### config.mk
export PLATFORM = sky130hd
export DESIGN_NAME = spi_shift_engine_flat
export DESIGN_NICKNAME = d
export VERILOG_FILES = /design/src/rtl/spi_pkg.sv /design/src/rtl/spi_shift_engine_if.sv /design/src/rtl/spi_clkgen.sv /design/src/rtl/spi_shift_engine.sv /design/src/flat_wrapper.sv
export SDC_FILE = /design/constraint.sdc
export NUM_CORES = 1
export LEC_CHECK = 0
export ABC_CLOCK_PERIOD_IN_PS = 3200
export BUFFER_PORTS_ARGS = -buffer_cell sky130_fd_sc_hd__clkbuf_2
export CAP_MARGIN = 40
export CORE_ASPECT_RATIO = 1.1
export CORE_MARGIN = 2
export CORE_UTILIZATION = 46
export DETAILED_ROUTE_END_ITERATION = 8
export PLACE_DENSITY = 0.75
export SLEW_MARGIN = 20
export SYNTH_ARGS = -nofsm -noshare
export SYNTH_HDL_FRONTEND = slang
export SYNTH_SLANG_ARGS = --single-unit
### constraint.sdc
create_clock -name clk -period 3.2 [get_ports clk]
set_input_delay 0.32 -clock clk [delete_from_list [all_inputs] [get_ports clk]]
set_output_delay 0.32 -clock clk [all_outputs]
set_load 0.005 [all_outputs]
### src/rtl/spi_pkg.sv
// Shared types for the SPI shift engine: FSM state encoding and latched transfer mode.
package spi_pkg;

    typedef enum logic [1:0] {
        IDLE  = 2'd0,
        SHIFT = 2'd1,
        DONE  = 2'd2
    } spi_state_t;

    typedef struct packed {
        logic cpol;
        logic cpha;
    } spi_mode_t;

endpackage

### src/rtl/spi_shift_engine_if.sv
// FIFO-side handshake of the shift engine: TX FIFO read port and RX FIFO write port.
interface spi_shift_engine_if #(
    parameter int DW = 8
);
    logic          tx_empty;
    logic [DW-1:0] tx_dout;
    logic          tx_re;
    logic          rx_full;
    logic [DW-1:0] rx_din;
    logic          rx_we;

    // master is the engine; slave is the FIFO pair it sits between
    modport master (input tx_empty, tx_dout, rx_full, output tx_re, rx_din, rx_we);
    modport slave  (output tx_empty, tx_dout, rx_full, input tx_re, rx_din, rx_we);
endinterface

### src/rtl/spi_clkgen.sv
// SCK timing: half-period divider plus SCK edge counter, producing per-edge strobes.
module spi_clkgen #(
    parameter int DW    = 8,
    parameter int DIV_W = 8
) (
    input  logic             clk,
    input  logic             rst,
    input  logic             clr,
    input  logic             load,
    input  logic             run,
    input  logic [DIV_W-1:0] div,
    output logic             lead_edge,
    output logic             trail_edge,
    output logic             first_edge,
    output logic             last_edge
);
    localparam int             ECW      = $clog2(2*DW+1);
    localparam logic [ECW-1:0] LAST_IDX = ECW'(2*DW-1);

    logic [DIV_W-1:0] cnt;
    logic [DIV_W-1:0] div_q;
    logic [ECW-1:0]   ecnt;
    logic             tick;

    // ecnt holds the number of edges already made, so edge ecnt+1 is odd (leading) when ecnt is even
    assign tick       = run && (cnt == '0);
    assign lead_edge  = tick && !ecnt[0];
    assign trail_edge = tick &&  ecnt[0];
    assign first_edge = tick && (ecnt == '0);
    assign last_edge  = tick && (ecnt == LAST_IDX);

    // NOTE: state registers use non-blocking assignments so every flop samples pre-edge values.
    always_ff @(posedge clk or posedge rst) begin
        if (rst) begin
            cnt   <= '0;
            div_q <= '0;
            ecnt  <= '0;
        end else if (clr) begin
            cnt   <= '0;
            ecnt  <= '0;
        end else if (load) begin
            cnt   <= div;
            div_q <= div;
            ecnt  <= '0;
        end else if (tick) begin
            cnt   <= div_q;
            ecnt  <= ecnt + 1'b1;
        end else if (run) begin
            cnt   <= cnt - 1'b1;
        end
    end

endmodule

### src/rtl/spi_shift_engine.sv
// SPI master serializer: pops TX FIFO bytes, shifts them out on MOSI in any CPOL/CPHA
// mode while capturing MISO, and pushes the received byte into the RX FIFO.
module spi_shift_engine
    import spi_pkg::*;
#(
    parameter int DW    = 8,
    parameter int DIV_W = 8
) (
    input  logic                clk,
    input  logic                rst,
    input  logic                clr,
    input  logic                en,
    input  logic                cpol,
    input  logic                cpha,
    input  logic [DIV_W-1:0]    div,
    spi_shift_engine_if.master  fifo,
    output logic                sck_o,
    output logic                mosi_o,
    input  logic                miso_i,
    output logic                busy,
    output logic                done
);
    spi_state_t    state, state_nxt;
    spi_mode_t     mode_q;
    logic [DW-1:0] shreg, rxsh, rx_din_q, rx_nxt;
    logic          start, push;
    logic          lead_edge, trail_edge, first_edge, last_edge;
    logic          sample, shift;

    spi_clkgen #(.DW(DW), .DIV_W(DIV_W)) u_clkgen (
        .clk        (clk),
        .rst        (rst),
        .clr        (clr),
        .load       (start),
        .run        (state == SHIFT),
        .div        (div),
        .lead_edge  (lead_edge),
        .trail_edge (trail_edge),
        .first_edge (first_edge),
        .last_edge  (last_edge)
    );

    always_ff @(posedge clk or posedge rst) begin
        if (rst) state <= IDLE;
        else     state <= state_nxt;
    end

    // NOTE: every combinational output gets a default first so no path can infer a latch.
    always_comb begin
        state_nxt = state;
        start     = 1'b0;
        push      = 1'b0;
        unique case (state)
            IDLE: if (en && !fifo.tx_empty && !fifo.rx_full) begin
                start     = 1'b1;
                state_nxt = SHIFT;
            end
            SHIFT: if (last_edge) state_nxt = DONE;
            DONE: begin
                push      = 1'b1;
                state_nxt = IDLE;
            end
            default: state_nxt = IDLE;
        endcase
        // an abort or reset suppresses both FIFO strobes in the same cycle
        if (clr || rst) begin
            state_nxt = IDLE;
            start     = 1'b0;
            push      = 1'b0;
        end
    end

    // CPHA=1 skips the shift on edge 1 because the first bit is already on MOSI
    assign sample = mode_q.cpha ? trail_edge : lead_edge;
    assign shift  = mode_q.cpha ? (lead_edge && !first_edge) : trail_edge;
    assign rx_nxt = {rxsh[DW-2:0], miso_i};

    always_ff @(posedge clk or posedge rst) begin
        if (rst) begin
            sck_o    <= 1'b0;
            shreg    <= '0;
            rxsh     <= '0;
            rx_din_q <= '0;
            mode_q   <= '0;
        end else if (clr) begin
            sck_o <= mode_q.cpol;
        end else begin
            if (state == IDLE) begin
                sck_o <= cpol;
                if (start) begin
                    shreg       <= fifo.tx_dout;
                    rxsh        <= '0;
                    mode_q.cpol <= cpol;
                    mode_q.cpha <= cpha;
                end
            end
            if (lead_edge || trail_edge) sck_o <= ~sck_o;
            if (shift)                   shreg <= {shreg[DW-2:0], 1'b0};
            if (sample)                  rxsh  <= rx_nxt;
            if (last_edge)               rx_din_q <= sample ? rx_nxt : rxsh;
        end
    end

    assign fifo.tx_re  = start;
    assign fifo.rx_we  = push;
    assign fifo.rx_din = rx_din_q;
    assign done        = push;
    assign busy        = (state != IDLE);
    assign mosi_o      = shreg[DW-1];

endmodule

### src/flat_wrapper.sv
// flat-port wrapper written by rule: the top's interface ports become plain ports
module spi_shift_engine_flat import spi_pkg::*;
#(
    parameter int DW    = 8,
    parameter int DIV_W = 8
)
  (clk, rst, clr, en, cpol, cpha, div, sck_o, mosi_o, miso_i, busy, done, fifo_tx_empty, fifo_tx_dout, fifo_rx_full, fifo_tx_re, fifo_rx_din, fifo_rx_we);
  spi_shift_engine_if #(.DW(DW)) fifo_i ();
  input  logic clk;
  input  logic rst;
  input  logic clr;
  input  logic en;
  input  logic cpol;
  input  logic cpha;
  input  logic [DIV_W-1:0] div;
  output logic sck_o;
  output logic mosi_o;
  input  logic miso_i;
  output logic busy;
  output logic done;
  input wire logic [$bits(fifo_i.tx_empty)-1:0] fifo_tx_empty;
  input wire logic [$bits(fifo_i.tx_dout)-1:0] fifo_tx_dout;
  input wire logic [$bits(fifo_i.rx_full)-1:0] fifo_rx_full;
  output wire logic [$bits(fifo_i.tx_re)-1:0] fifo_tx_re;
  output wire logic [$bits(fifo_i.rx_din)-1:0] fifo_rx_din;
  output wire logic [$bits(fifo_i.rx_we)-1:0] fifo_rx_we;
  assign fifo_i.tx_empty = fifo_tx_empty;
  assign fifo_i.tx_dout = fifo_tx_dout;
  assign fifo_i.rx_full = fifo_rx_full;
  assign fifo_tx_re = fifo_i.tx_re;
  assign fifo_rx_din = fifo_i.rx_din;
  assign fifo_rx_we = fifo_i.rx_we;
  spi_shift_engine #(.DW(DW), .DIV_W(DIV_W)) u_core (.clk(clk), .rst(rst), .clr(clr), .en(en), .cpol(cpol), .cpha(cpha), .div(div), .fifo(fifo_i), .sck_o(sck_o), .mosi_o(mosi_o), .miso_i(miso_i), .busy(busy), .done(done));
endmodule
# Word level (Yosys, flattened, before mapping)
# Cells that the tools add are included.
dict set report totals {
  ff_bits 50
  inputBits 25
  output_inout_bits 14
  word_cells 78
}
dict set report classes {
  n_addsub 2
  n_eq_ne 5
  n_mux 28
  bitwise 2
  n_reduce_logical 31
}
# operator n
set op_table {}
lappend op_table {{two-way mux 8 bit} 11}
lappend op_table {{two-way mux 5 bit} 3}
lappend op_table {{two-way mux 1 bit} 10}
lappend op_table {{nonzero test 2 bit} 5}
lappend op_table {{AND reduction 3 bit} 3}
lappend op_table {{logical AND 1 bit} 8}
lappend op_table {{logical NOT 8 bit} 1}
lappend op_table {{subtractor 8 x 1 -> 8 bit, second input constant} 1}
lappend op_table {{two-way mux 2 bit} 3}
lappend op_table {{!= test 3 x 1 -> 1 bit, second input constant} 2}
lappend op_table {{AND reduction 2 bit} 3}
lappend op_table {{nonzero test 3 bit} 2}
lappend op_table {{adder 5 x 1 -> 5 bit, second input constant} 1}
lappend op_table {{== test 5 x 4 -> 1 bit, second input constant} 1}
lappend op_table {{logical NOT 5 bit} 1}
lappend op_table {{logical NOT 1 bit} 4}
lappend op_table {{one-hot mux 2 bit (2 select lines)} 1}
lappend op_table {{nonzero test 4 bit} 1}
lappend op_table {{== test 2 x 1 -> 1 bit, second input constant} 1}
lappend op_table {{== test 2 bit, second input constant} 1}
lappend op_table {{logical NOT 2 bit} 1}
lappend op_table {{logical OR 1 bit} 2}
lappend op_table {{inverter 1 bit} 2}

# Longest topological paths before layout
# Gate-level depths: netlist of the first run.
dict set report depth {
  depth_word 9
  depth_mapped 7
}

# Hierarchy
# From an unflattened synthesis of the first run, not the netlist that was laid out.
dict set report unflattened {
  hier_cells 273
  hier_area_um2 2690.1
}
# module instances cells_each area_each_um2 seq_area_each_um2
set by_module_without_submodules {}
lappend by_module_without_submodules {spi_shift_engine 1 124 1410.1 725.7}
lappend by_module_without_submodules {spi_clkgen 1 149 1280.0 525.5}

# Least setup slack after synthesis of the first run
# OpenSTA, ideal clock, no wires.
dict set report synth_timing {
  kind {register -> register}
  start {register u_core.u_clkgen.cnt[0]}
  end {register u_core.shreg[0]}
  setup_time_ns 0.127
  arrival_time_ns 1.900
  t_required_ns 3.073
  setup_slack_ns 1.173
  stages_incl_launch_ff 8
  synth_period_minus_slack_ns 2.027
  path_cell_list {dfrtp_1 inv_1 ha_1 or3b_2 nor3_4 and2_2 buf_6 o211ai_2}
}
dict set report synth_between {
  elab_chain_len 8
  word_cells_on_any_way 12
  classes_between {mux: 2; reduce/logical: 10}
}
# element line
set synth_lines {}
lappend synth_lines {{from (decl)} spi_clkgen.sv:20} ;# logic [DIV_W-1:0] cnt;
lappend synth_lines {{from (signal assigned)} spi_clkgen.sv:42} ;# cnt <= div;
lappend synth_lines {{from (signal assigned)} spi_clkgen.sv:46} ;# cnt <= div_q;
lappend synth_lines {{from (signal assigned)} spi_clkgen.sv:49} ;# cnt <= cnt - 1'b1;
lappend synth_lines {{logical NOT 8 bit (*)} spi_clkgen.sv:26} ;# assign tick = run && (cnt == '0);
lappend synth_lines {{logical AND 1 bit (*)} spi_clkgen.sv:26}
lappend synth_lines {{logical AND 1 bit} spi_clkgen.sv:29} ;# assign first_edge = tick && (ecnt == '0);
lappend synth_lines {{logical NOT 1 bit} spi_shift_engine.sv:75} ;# assign shift = mode_q.cpha ? (lead_edge && !first_edge) : trail_edge;
lappend synth_lines {{logical AND 1 bit} spi_shift_engine.sv:75}
lappend synth_lines {{two-way mux 1 bit (*)} spi_shift_engine.sv:75}
lappend synth_lines {{nonzero test 2 bit (no source line)} n/a}
lappend synth_lines {{AND reduction 3 bit (no source line)} n/a}
lappend synth_lines {{to (signal assigned)} spi_shift_engine.sv:91} ;# shreg <= fifo.tx_dout;
lappend synth_lines {{to (signal assigned)} spi_shift_engine.sv:98} ;# if (shift) shreg <= {shreg[DW-2:0], 1'b0};
lappend synth_lines {{to (decl)} spi_shift_engine.sv:25} ;# logic [DW-1:0] shreg, rxsh, rx_din_q, rx_nxt;
# Mark *: on every way between the ends. The rest lies on a longest branch, timed or not.
# A chain may end at the register's enable or synchronous reset.

# Worst setup path after layout of the first run
dict set report layout_timing {
  start {register u_core.state[0]}
  end {output port fifo_tx_re}
}
dict set report layout_between {
  elab_chain_len 3
}
# element line
set layout_lines {}
lappend layout_lines {{from (decl)} spi_shift_engine.sv:23} ;# spi_state_t state, state_nxt;
lappend layout_lines {{from (signal assigned)} spi_shift_engine.sv:45} ;# else state <= state_nxt;
lappend layout_lines {{logical NOT 2 bit} spi_shift_engine.sv:53} ;# unique case (state)
lappend layout_lines {{two-way mux 1 bit} spi_shift_engine.sv:53}
lappend layout_lines {{two-way mux 1 bit} spi_shift_engine.sv:66} ;# if (clr || rst) begin
lappend layout_lines {{to (decl)} flat_wrapper.sv:24} ;# output wire logic [$bits(fifo_i.tx_re)-1:0] fifo_tx_re;
# Every way passes these cells.

==> impl_metrics.tcl, run 1 <==
set metrics [dict create \
    crit_cells 5 \
    dieHeight_um 84.1 \
    synth.net_count 320 \
    cts_root_buf "clkbuf_8" \
    reg2reg_depth 7 \
    grt_first_pass_wirelength_um 10300 \
    ir_worst_vdd_mv 0.201 \
    port_buffers 38 \
    grt_pass1_vias 2199 \
    clock-skew-final_ns 0.00928 \
    cap_violations 0 \
    power.leakage_uw 0.00138 \
    synth.largest_area_cell "dfrtp_1" \
    diodes 0 \
    synth_edf_count 0 \
    synth-seq-cells 50 \
    worstPathMaxFanout 27 \
    vias 2306 \
    clock-sinks 50 \
    cts_setup_buffers 0 \
    yosysMostFrequentCell "dfrtp_1" \
    status "complete, no violations" \
    period_needed_ns 2.49 \
    cts_resized 0 \
    internal_power_uw 1100 \
    gp_congestion 0.863 \
    clock_latency_ns 0.30 \
    clk_pin_slew_ns 0.09 \
    synthFlopType "dfrtp_1" \
    drv_slew 0 \
    grt_overflow_total 0 \
    crit_chain "nor4b_2 -> nand2_1 -> buf_4 -> inv_2 -> clkbuf_2" \
    dieArea_mm2 0.00646 \
    synth_commonest_cells "dfrtp_1 (50), nand2_1 (43), nor2_1 (24)" \
    crit_arrival_ns 2.17 \
    timing.final.ws_setup_ns 0.714 \
    wirelength_um 5970 \
    p_sw_uw 378 \
    startpoint "u_core.state[0]" \
    power.density_mw_per_mm2 480 \
    ant_nets 0 \
    tightest_slew_ns 0.692 \
    max_freq_ghz 0.402 \
    p_comb_share_pct 15.3 \
    pin_count 39 \
    via_per_inst 5.69 \
    antenna_found_initial 0 \
    yosys_warnings 0 \
    async_flop_share_pct 100 \
    cts_max_path_buffers 2 \
    critPathSlowestCell "nor4b_2" \
    cts_hold_buf 0 \
    cts_buffers 5 \
    synth_cell_types 54 \
    synth_top_area_share_pct 46.6 \
    endpoint_kind "output port" \
    core_region_area_mm2 0.00570 \
    hpwl_um 4150 \
    critPathBufInv 3 \
    setup.worst_path.end "fifo_tx_re" \
    postSynthAreaPerCell_um2 9.22 \
    htree_levels 2 \
    register_area_mm2 0.00125 \
    holdCritPathClass "in2async" \
    num_rows 29 \
    pre_cts_slack_ns 0.924 \
    slew_headroom_pct 53.4 \
    routedWlPerCell_um 14.7 \
    synth_area_leaders "dfrtp_1 (47%), nand2_1 (6.0%), o21ai_0 (3.9%)" \
    drtPass1Iterations 5 \
    start_util_pct 47.1 \
    grt_max_degree 30 \
    rsz0062_at_grt "no" \
    swShare_pct 25.6 \
    finalSetupTns_ns 0 \
    nets 356 \
    r2r_end "u_core.state[1]" \
    worstReg2RegStart "u_core.u_clkgen.cnt[0]" \
    setup_viol 0 \
    seq_area_frac_synth_pct 46.6 \
    seq_power_share_pct 48.0 \
    finalCritPeriodShare_pct 77.7 \
    area_delta_synth_final_pct 14.7 \
    hold_violations 0 \
    syn-instance-count 291 \
    crit_type "reg2out" \
    required_ns 2.88 \
    die_w_um 76.8 \
    drt_iter0_drc 141 \
    start_kind "register" \
    pwr-share-clk_pct 36.8 \
    cts_tree "done" \
    synth_area_mm2 0.00268 \
    fill_cells 548 \
    drive_above_1_share_pct 22.0 \
    max_stage_delay_ns 0.50 \
    crit_family "buffers and inverters" \
    grt_use_total_pct 19.8 \
    r2r_slack_ns 0.86 \
    multiInputGateArea_mm2 0.00128 \
    drc_errors 0 \
]
## stage by stage
step	hold WS (ns)	util, %	cells	cell area [um2]	power (uW)
after CTS	0.0712	54.0	405	3080	1480
after floorplan	0.416	-	291	2680	871
after global routing	0.116	54.0	405	3080	1540
final	0.0575	54.0	405	3080	1480
after detailed placement	0.404	51.5	397	2940	942
after global placement	0.399	51.5	397	2940	934
## registers in the layout, summed over array words and instances (netlist names)
name / flops
u_core.u_clkgen.ecnt: 5
u_core.rxsh: 8
u_core.state: 2
u_core.fifo.rx_din: 8
u_core.mode_q: 2
u_core.u_clkgen.cnt: 8
u_core.u_clkgen.div_q: 8
u_core.shreg: 8
u_core.sck_o: 1
## worst register-to-register path, delay by kind of cell (launching register included)
kind          cells  cell delay (ns)
simple gates      4             1.24
fa+ha+maj         1             0.30
flops             1             0.43
buf+inv           2             0.32
## area by class of cell
cell class / instances / area share, %
Tap cell: 77 / 3.13
Multi-Input combinational cell: 207 / 41.6
Clock buffer: 6 / 2.68
Sequential cell: 50 / 40.7
Inverter: 19 / 2.32
Timing Repair Buffer: 44 / 7.64
Clock inverter: 2 / 1.95
## power groups by stage
stage               clock network (uW)  logic, uW  registers (uW)
floorplan                            0        162             708
global placement                     0        216             718
detailed placement                   0        222             719
CTS                                550        225             707
global route                       577        251             714
finish                             543        225             709
## placed cells by master (no fill, tap or decap), types with 7 or more instances in the layout
cell	n
nand3_1	11
o22ai_1	7
nor2_1	24
o21ai_0	21
clkbuf_2	38
a211oi_1	9
dfrtp_1	50
nand2_1	43
a21oi_1	11
inv_1	17
## logic make-up after synthesis
kind of cell / Yosys count / share of synthesized area, %
AOI/OAI and AO/OA: 81 / 21.1
xor gates and xnor gates: 4 / 1.31
adders and majority gates: 4 / 1.87
buffers and inverters: 34 / 5.60
DFF: 50 / 46.6
muxes: 5 / 2.05
and+or+nand+nor: 113 / 21.4
## worst min-delay path by stage
stage               from  slack (ns)                  endpoint  depth (start not counted)
floorplan            rst        0.42           u_core.state[0]                          1
global placement     rst        0.40  u_core.u_clkgen.div_q[3]                          2
detailed placement   rst        0.40    u_core.u_clkgen.cnt[5]                          2
CTS                  rst        0.07  u_core.u_clkgen.div_q[3]                          2
global route         rst        0.12  u_core.u_clkgen.div_q[3]                          2
finish               rst        0.06    u_core.u_clkgen.cnt[5]                          2
## metal layers
metal / up-vias / wire [um] / GRT usage (%)
met5: - / 0 / 0
met3: 15 / 234 / 2.60
li1: 1118 / - / -
met2: 67 / 2990 / 33.3
met1: 1106 / 2600 / 25.5
met4: 0 / 146 / 8.26
Power figures use the tool's default switching activity.
==> inputs of run 2 (changes only) <==
--- a/config.mk
+++ b/config.mk
@@ -5,14 +5,14 @@
 export SDC_FILE = /design/constraint.sdc
 export NUM_CORES = 1
 export LEC_CHECK = 0
-export ABC_CLOCK_PERIOD_IN_PS = 3200
+export ABC_CLOCK_PERIOD_IN_PS = 2200
 export BUFFER_PORTS_ARGS = -buffer_cell sky130_fd_sc_hd__clkbuf_2
 export CAP_MARGIN = 40
 export CORE_ASPECT_RATIO = 1.1
 export CORE_MARGIN = 2
 export CORE_UTILIZATION = 46
 export DETAILED_ROUTE_END_ITERATION = 8
-export PLACE_DENSITY = 0.75
+export PLACE_DENSITY = 0.78
 export SLEW_MARGIN = 20
 export SYNTH_ARGS = -nofsm -noshare
 export SYNTH_HDL_FRONTEND = slang
==> constraint.sdc (replaced) <==
create_clock -name clk -period 2.2 [get_ports clk]
set_input_delay 0.22 -clock clk [delete_from_list [all_inputs] [get_ports clk]]
set_output_delay 0.22 -clock clk [all_outputs]
set_load 0.005 [all_outputs]
==> run 2 against run 1 <==
Design area grew 3.0%. Worst hold slack better by 0.059 ns. Power is 38% higher. Worst setup slack got worse by 0.58 ns. Critical path depth is 1 higher. Sequential power up 44%. Combinational power increased by 60%. Via count down 1.0%. Global-route usage rose by 0.097 points.
==> impl_metrics.tcl, run 2 (synthesized netlist as in run 1, its figures left out) <==
set metrics [dict create \
    status "complete, no violations" \
    p_sw_uw 563 \
    clock-skew-final_ns 0.00473 \
    cts_buffers 5 \
    drv_slew 0 \
    start_util_pct 47.1 \
    internal_power_uw 1480 \
    num_rows 29 \
    slew_headroom_pct 56.2 \
    cts_hold_buf 0 \
    start_kind "register" \
    worstPathMaxFanout 8 \
    drtPass1Iterations 4 \
    endpoint_kind "register" \
    power.leakage_uw 0.00145 \
    vias 2282 \
    diodes 0 \
    antenna_found_initial 0 \
    dieArea_mm2 0.00646 \
    max_freq_ghz 0.484 \
    crit_arrival_ns 2.26 \
    wirelength_um 5990 \
    nets 372 \
    grt_pass1_vias 2298 \
    clock-sinks 50 \
    die_w_um 76.8 \
    tightest_slew_ns 0.650 \
    crit_type "reg2reg" \
    p_comb_share_pct 17.7 \
    grt_overflow_total 0 \
    htree_levels 2 \
    cts_root_buf "clkbuf_8" \
    required_ns 2.39 \
    dieHeight_um 84.1 \
    power_uw 2040 \
    reg2reg_depth 6 \
    ir_worst_vdd_mv 0.389 \
    final_common_cell "dfrtp_1" \
    mostFrequentLayoutCells "dfrtp_1 (50), nand2_1 (43), clkbuf_2 (38)" \
    cts_max_path_buffers 2 \
    finalCritPeriodShare_pct 94.0 \
    clock_latency_ns 0.31 \
    min_path_cells 3 \
    hold_violations 0 \
    clk_pin_slew_ns 0.09 \
    holdCritPathClass "in2reg" \
    seq_power_share_pct 49.9 \
    grt_first_pass_wirelength_um 10300 \
    gp_congestion 0.934 \
    core_region_area_mm2 0.00570 \
    drc_errors 0 \
    rsz0062_at_grt "no" \
    drive_above_1_share_pct 25.6 \
    via_per_inst 5.42 \
    finalSetupTns_ns 0 \
    pwr-share-clk_pct 32.4 \
    area_delta_synth_final_pct 18.2 \
    holdWs_ns 0.117 \
    grt_use_total_pct 19.8 \
    setup_viol 0 \
    hpwl_um 4250 \
    drt_iter0_drc 172 \
    grt_max_degree 51 \
    power.density_mw_per_mm2 644 \
    cts_tree "done" \
    routedWlPerCell_um 14.2 \
    ant_nets 0 \
    swShare_pct 27.6 \
    port_buffers 38 \
    cap_violations 0 \
    pin_count 39 \
    period_needed_ns 2.07 \
]
run 2: final timing paths:
| check | slack (ns) | endpoint | start |
|---|---|---|---|
| worst max-delay path | 0.13 | u_core.shreg[7] | u_core.u_clkgen.cnt[1] |
| worst min-delay path | 0.12 | u_core.mode_q[1] | cpol |
| min in group asynchronous | 0.13 | u_core.sck_o | rst |
| max in group asynchronous | 1.65 | u_core.rxsh[5] | rst |
| worst max register to register | 0.13 | u_core.shreg[7] | u_core.u_clkgen.cnt[1] |
| worst min register to register | 0.48 | u_core.fifo.rx_din[2] | u_core.fifo.rx_din[2] |
run 2: critical path, stage by stage (launching register included):
cell,delay (ns)
dfrtp_1,0.43
inv_1,0.07
ha_1,0.16
or3b_2,0.53
nor3_4,0.31
and2_2,0.34
a211oi_1,0.11
run 2: final cells by class:
type                       instances  area [um2]
fill                             523        2520
multi-input combinational        207        1280
sequential                        50        1250
timing repair buffer              60         359
tap                               77        96.3
inverter                          19        71.3
clock buffer                       5        68.8
clock inverter                     3        43.8
run 2: stage by stage:
stage | instances | area [um2] | util [%] | worst slack (ns)
2_1_floorplan | 291 | 2680 | - | 0.173
3_5_place_dp | 412 | 3050 | 53.5 | 0.146
5_1_grt | 421 | 3170 | 55.7 | 0.00421
4_1_cts | 420 | 3160 | 55.5 | 0.123
6_report | 421 | 3170 | 55.7 | 0.133
3_3_place_gp | 412 | 3050 | 53.5 | 0.229
run 2: repair_timing:
item | in CTS | in global routing
setup endpoints to repair | 0 | 1
gates resized for setup | 0 | 1
buffers inserted | 0 | 1
run 2: routing by layer:
metal  global-route usage [%]  wire length (um)  up-vias
li1                         -                 -     1149
met1                     25.0              2670     1078
met2                     33.5              3020       44
met3                     3.57               194       11
met4                     8.26               110        0
met5                        0                 0        -
run 2: power by group through the flow:
| stage | sequential [uW] | clock, uW | combinational (uW) |
|---|---|---|---|
| after global placement | 1030 | 0 | 351 |
| after global routing | 1030 | 720 | 406 |
| after floorplan | 1030 | 0 | 236 |
| after CTS | 1020 | 680 | 362 |
| final | 1020 | 662 | 361 |
| after detailed placement | 1040 | 0 | 360 |
==> inputs of run 3 (changes only) <==
--- a/config.mk
+++ b/config.mk
@@ -8,7 +8,7 @@
 export ABC_CLOCK_PERIOD_IN_PS = 2200
 export BUFFER_PORTS_ARGS = -buffer_cell sky130_fd_sc_hd__clkbuf_2
 export CAP_MARGIN = 40
-export CORE_ASPECT_RATIO = 1.1
+export CORE_ASPECT_RATIO = 0.5
 export CORE_MARGIN = 2
 export CORE_UTILIZATION = 46
 export DETAILED_ROUTE_END_ITERATION = 8
==> run 3 against run 2 <==
Sequential power barely moved. Clock power up 31%. Clock-buffer cell count is 1 higher. Worst setup slack worse by 0.062 ns. Combinational power up 1%. Highest routed layer unchanged.
==> impl_metrics.tcl, run 3 (synthesized netlist as in run 1, its figures left out) <==
set metrics [dict create \
    period_needed_ns 2.13 \
    mostFrequentLayoutCells "dfrtp_1 (50), nand2_1 (43), clkbuf_2 (38)" \
    die_w_um 112 \
    wirelength_um 6440 \
    cts_tree "done" \
    core_region_area_mm2 0.00556 \
    crit_type "reg2reg" \
    power.density_mw_per_mm2 703 \
    crit_family "simple AND/OR/NAND/NOR gates" \
    endpoint_kind "register" \
    power.leakage_uw 0.00146 \
    start_kind "register" \
    pwr-share-clk_pct 38.4 \
    dieArea_mm2 0.00650 \
    cts_root_buf "clkbuf_16" \
    power_uw 2260 \
    fin_util_pct 57.8 \
    worstPathMaxFanout 6 \
    worstReg2RegStart "u_core.u_clkgen.cnt[0]" \
    setup_viol 0 \
    hold_violations 0 \
    critPathSlowestCell "or3b_2" \
    p_sw_uw 585 \
    register_area_mm2 0.00125 \
    fill_cells 502 \
    max_stage_delay_ns 0.53 \
    use_met2_pct 33.7 \
    gp_congestion 0.887 \
    vias 2386 \
    drc_errors 0 \
    max_freq_ghz 0.470 \
    nets 370 \
    status "complete, no violations" \
    min-delay-start "cpha" \
    grt_overflow_total 0 \
    num_rows 19 \
    holdWs_ns 0.134 \
    routedWlPerCell_um 15.5 \
    drv_slew 0 \
    drive_above_1_share_pct 24.6 \
    multiInputGateArea_mm2 0.00129 \
    cap_violations 0 \
    diodes 0 \
    grt_max_degree 31 \
    drt_iter0_drc 156 \
    crit_chain "inv_1 -> ha_1 -> or3b_2 -> nor3_4 -> buf_4 -> mux2i_1 -> mux2_4" \
    cts_max_path_buffers 2 \
    finalSetupTns_ns 0 \
    ant_nets 0 \
    p_comb_share_pct 16.2 \
    met3_usage_pct 4.18 \
    clock-skew-final_ns 0.00674 \
    busiest_layer "met2" \
    hpwl_um 4450 \
    antenna_found_initial 0 \
    drtPass1Iterations 5 \
    crit_arrival_ns 2.31 \
    ir_worst_vdd_mv 0.339 \
    timing.final.ws_setup_ns 0.0713 \
    holdCritPathClass "in2reg" \
    grt_util_met1_pct 26.7 \
    pin_count 39 \
    critPathBufInv 2 \
    cts_buffers 5 \
    port_buffers 38 \
    tightest_slew_ns 0.650 \
    dieHeight_um 58 \
    final_common_cell "dfrtp_1" \
    clk_pin_slew_ns 0.07 \
    required_ns 2.38 \
    clock_latency_ns 0.29 \
    start_util_pct 48.2 \
    grt_pass1_vias 2354 \
    finalCritPeriodShare_pct 96.8 \
    htree_levels 2 \
    area_delta_synth_final_pct 19.8 \
    via_per_inst 5.75 \
    grt_use_total_pct 20.4 \
    grt_first_pass_wirelength_um 10700 \
    startpoint "u_core.u_clkgen.cnt[0]" \
    internal_power_uw 1670 \
    clock-sinks 50 \
    slew_headroom_pct 56.3 \
    swShare_pct 25.9 \
    seq_power_share_pct 45.4 \
    pre_cts_slack_ns 0.0604 \
]
[run 3: changes by cell type in the layout (fill, tap and decap cells not counted), sizes merged]
cell         previous run  this run
dlygate4sd3             0         1
clkinvlp                0         1
clkbuf                 43        44
buf                    22        19
clkinv                  1         0
inv                    20        19
[run 3: repair_timing]
item / in CTS / in global routing
setup buffers: 0 / 2
hold buffers: 1 / 0
endpoints found under the hold margin: 20 / 0
resized for setup: 0 / 1
endpoints found under the setup margin: 0 / 11
[run 3: final cells by class]
class,count,area share (%)
clock buffers,6,4.01
clock inverters,2,1.17
well taps,73,2.84
multi-input cells,207,40.1
inverters,19,2.22
repair buffers,58,10.7
flip-flops and latches,50,38.9
[run 3: worst reg2reg max path, stage by stage (launching register included)]
cell and delay (ns):
dfrtp_1 0.43, inv_1 0.08, ha_1 0.15, or3b_2 0.53, nor3_4 0.33, buf_4 0.18, mux2i_1 0.07, mux2_4 0.25
[run 3: per-stage QoR]
step                      area, um2  std cells
after floorplan                2680        291
final                          3210        415
after CTS                      3190        413
after global placement         3010        404
after global routing           3210        415
after detailed placement       3010        404
[run 3: path summary, 6_finish.rpt]
path / endpoint / slack, ns / cells after the start
worst max-delay path: u_core.sck_o / 0.07 / 7
worst min-delay path: u_core.mode_q[0] / 0.13 / 3
worst max register to register: u_core.sck_o / 0.07 / 7
worst min register to register: u_core.fifo.rx_din[3] / 0.48 / 2
max in group asynchronous: u_core.u_clkgen.div_q[0] / 0.91 / 4
min in group asynchronous: u_core.state[0] / 0.54 / 3
[run 3: power by group through the flow]
| stage | registers (uW) | logic, uW | clock network (uW) |
|---|---|---|---|
| after floorplan | 1030 | 236 | 0 |
| after global placement | 1040 | 343 | 0 |
| after detailed placement | 1040 | 356 | 0 |
| after CTS | 1020 | 360 | 884 |
| after global routing | 1030 | 405 | 923 |
| final | 1030 | 366 | 868 |
[run 3: metal layers]
metal | up-vias | share of wire, %
li1 | 1149 | -
met1 | 1143 | 47
met2 | 82 | 46
met3 | 12 | 5.3
met4 | 0 | 1.2
met5 | - | 0
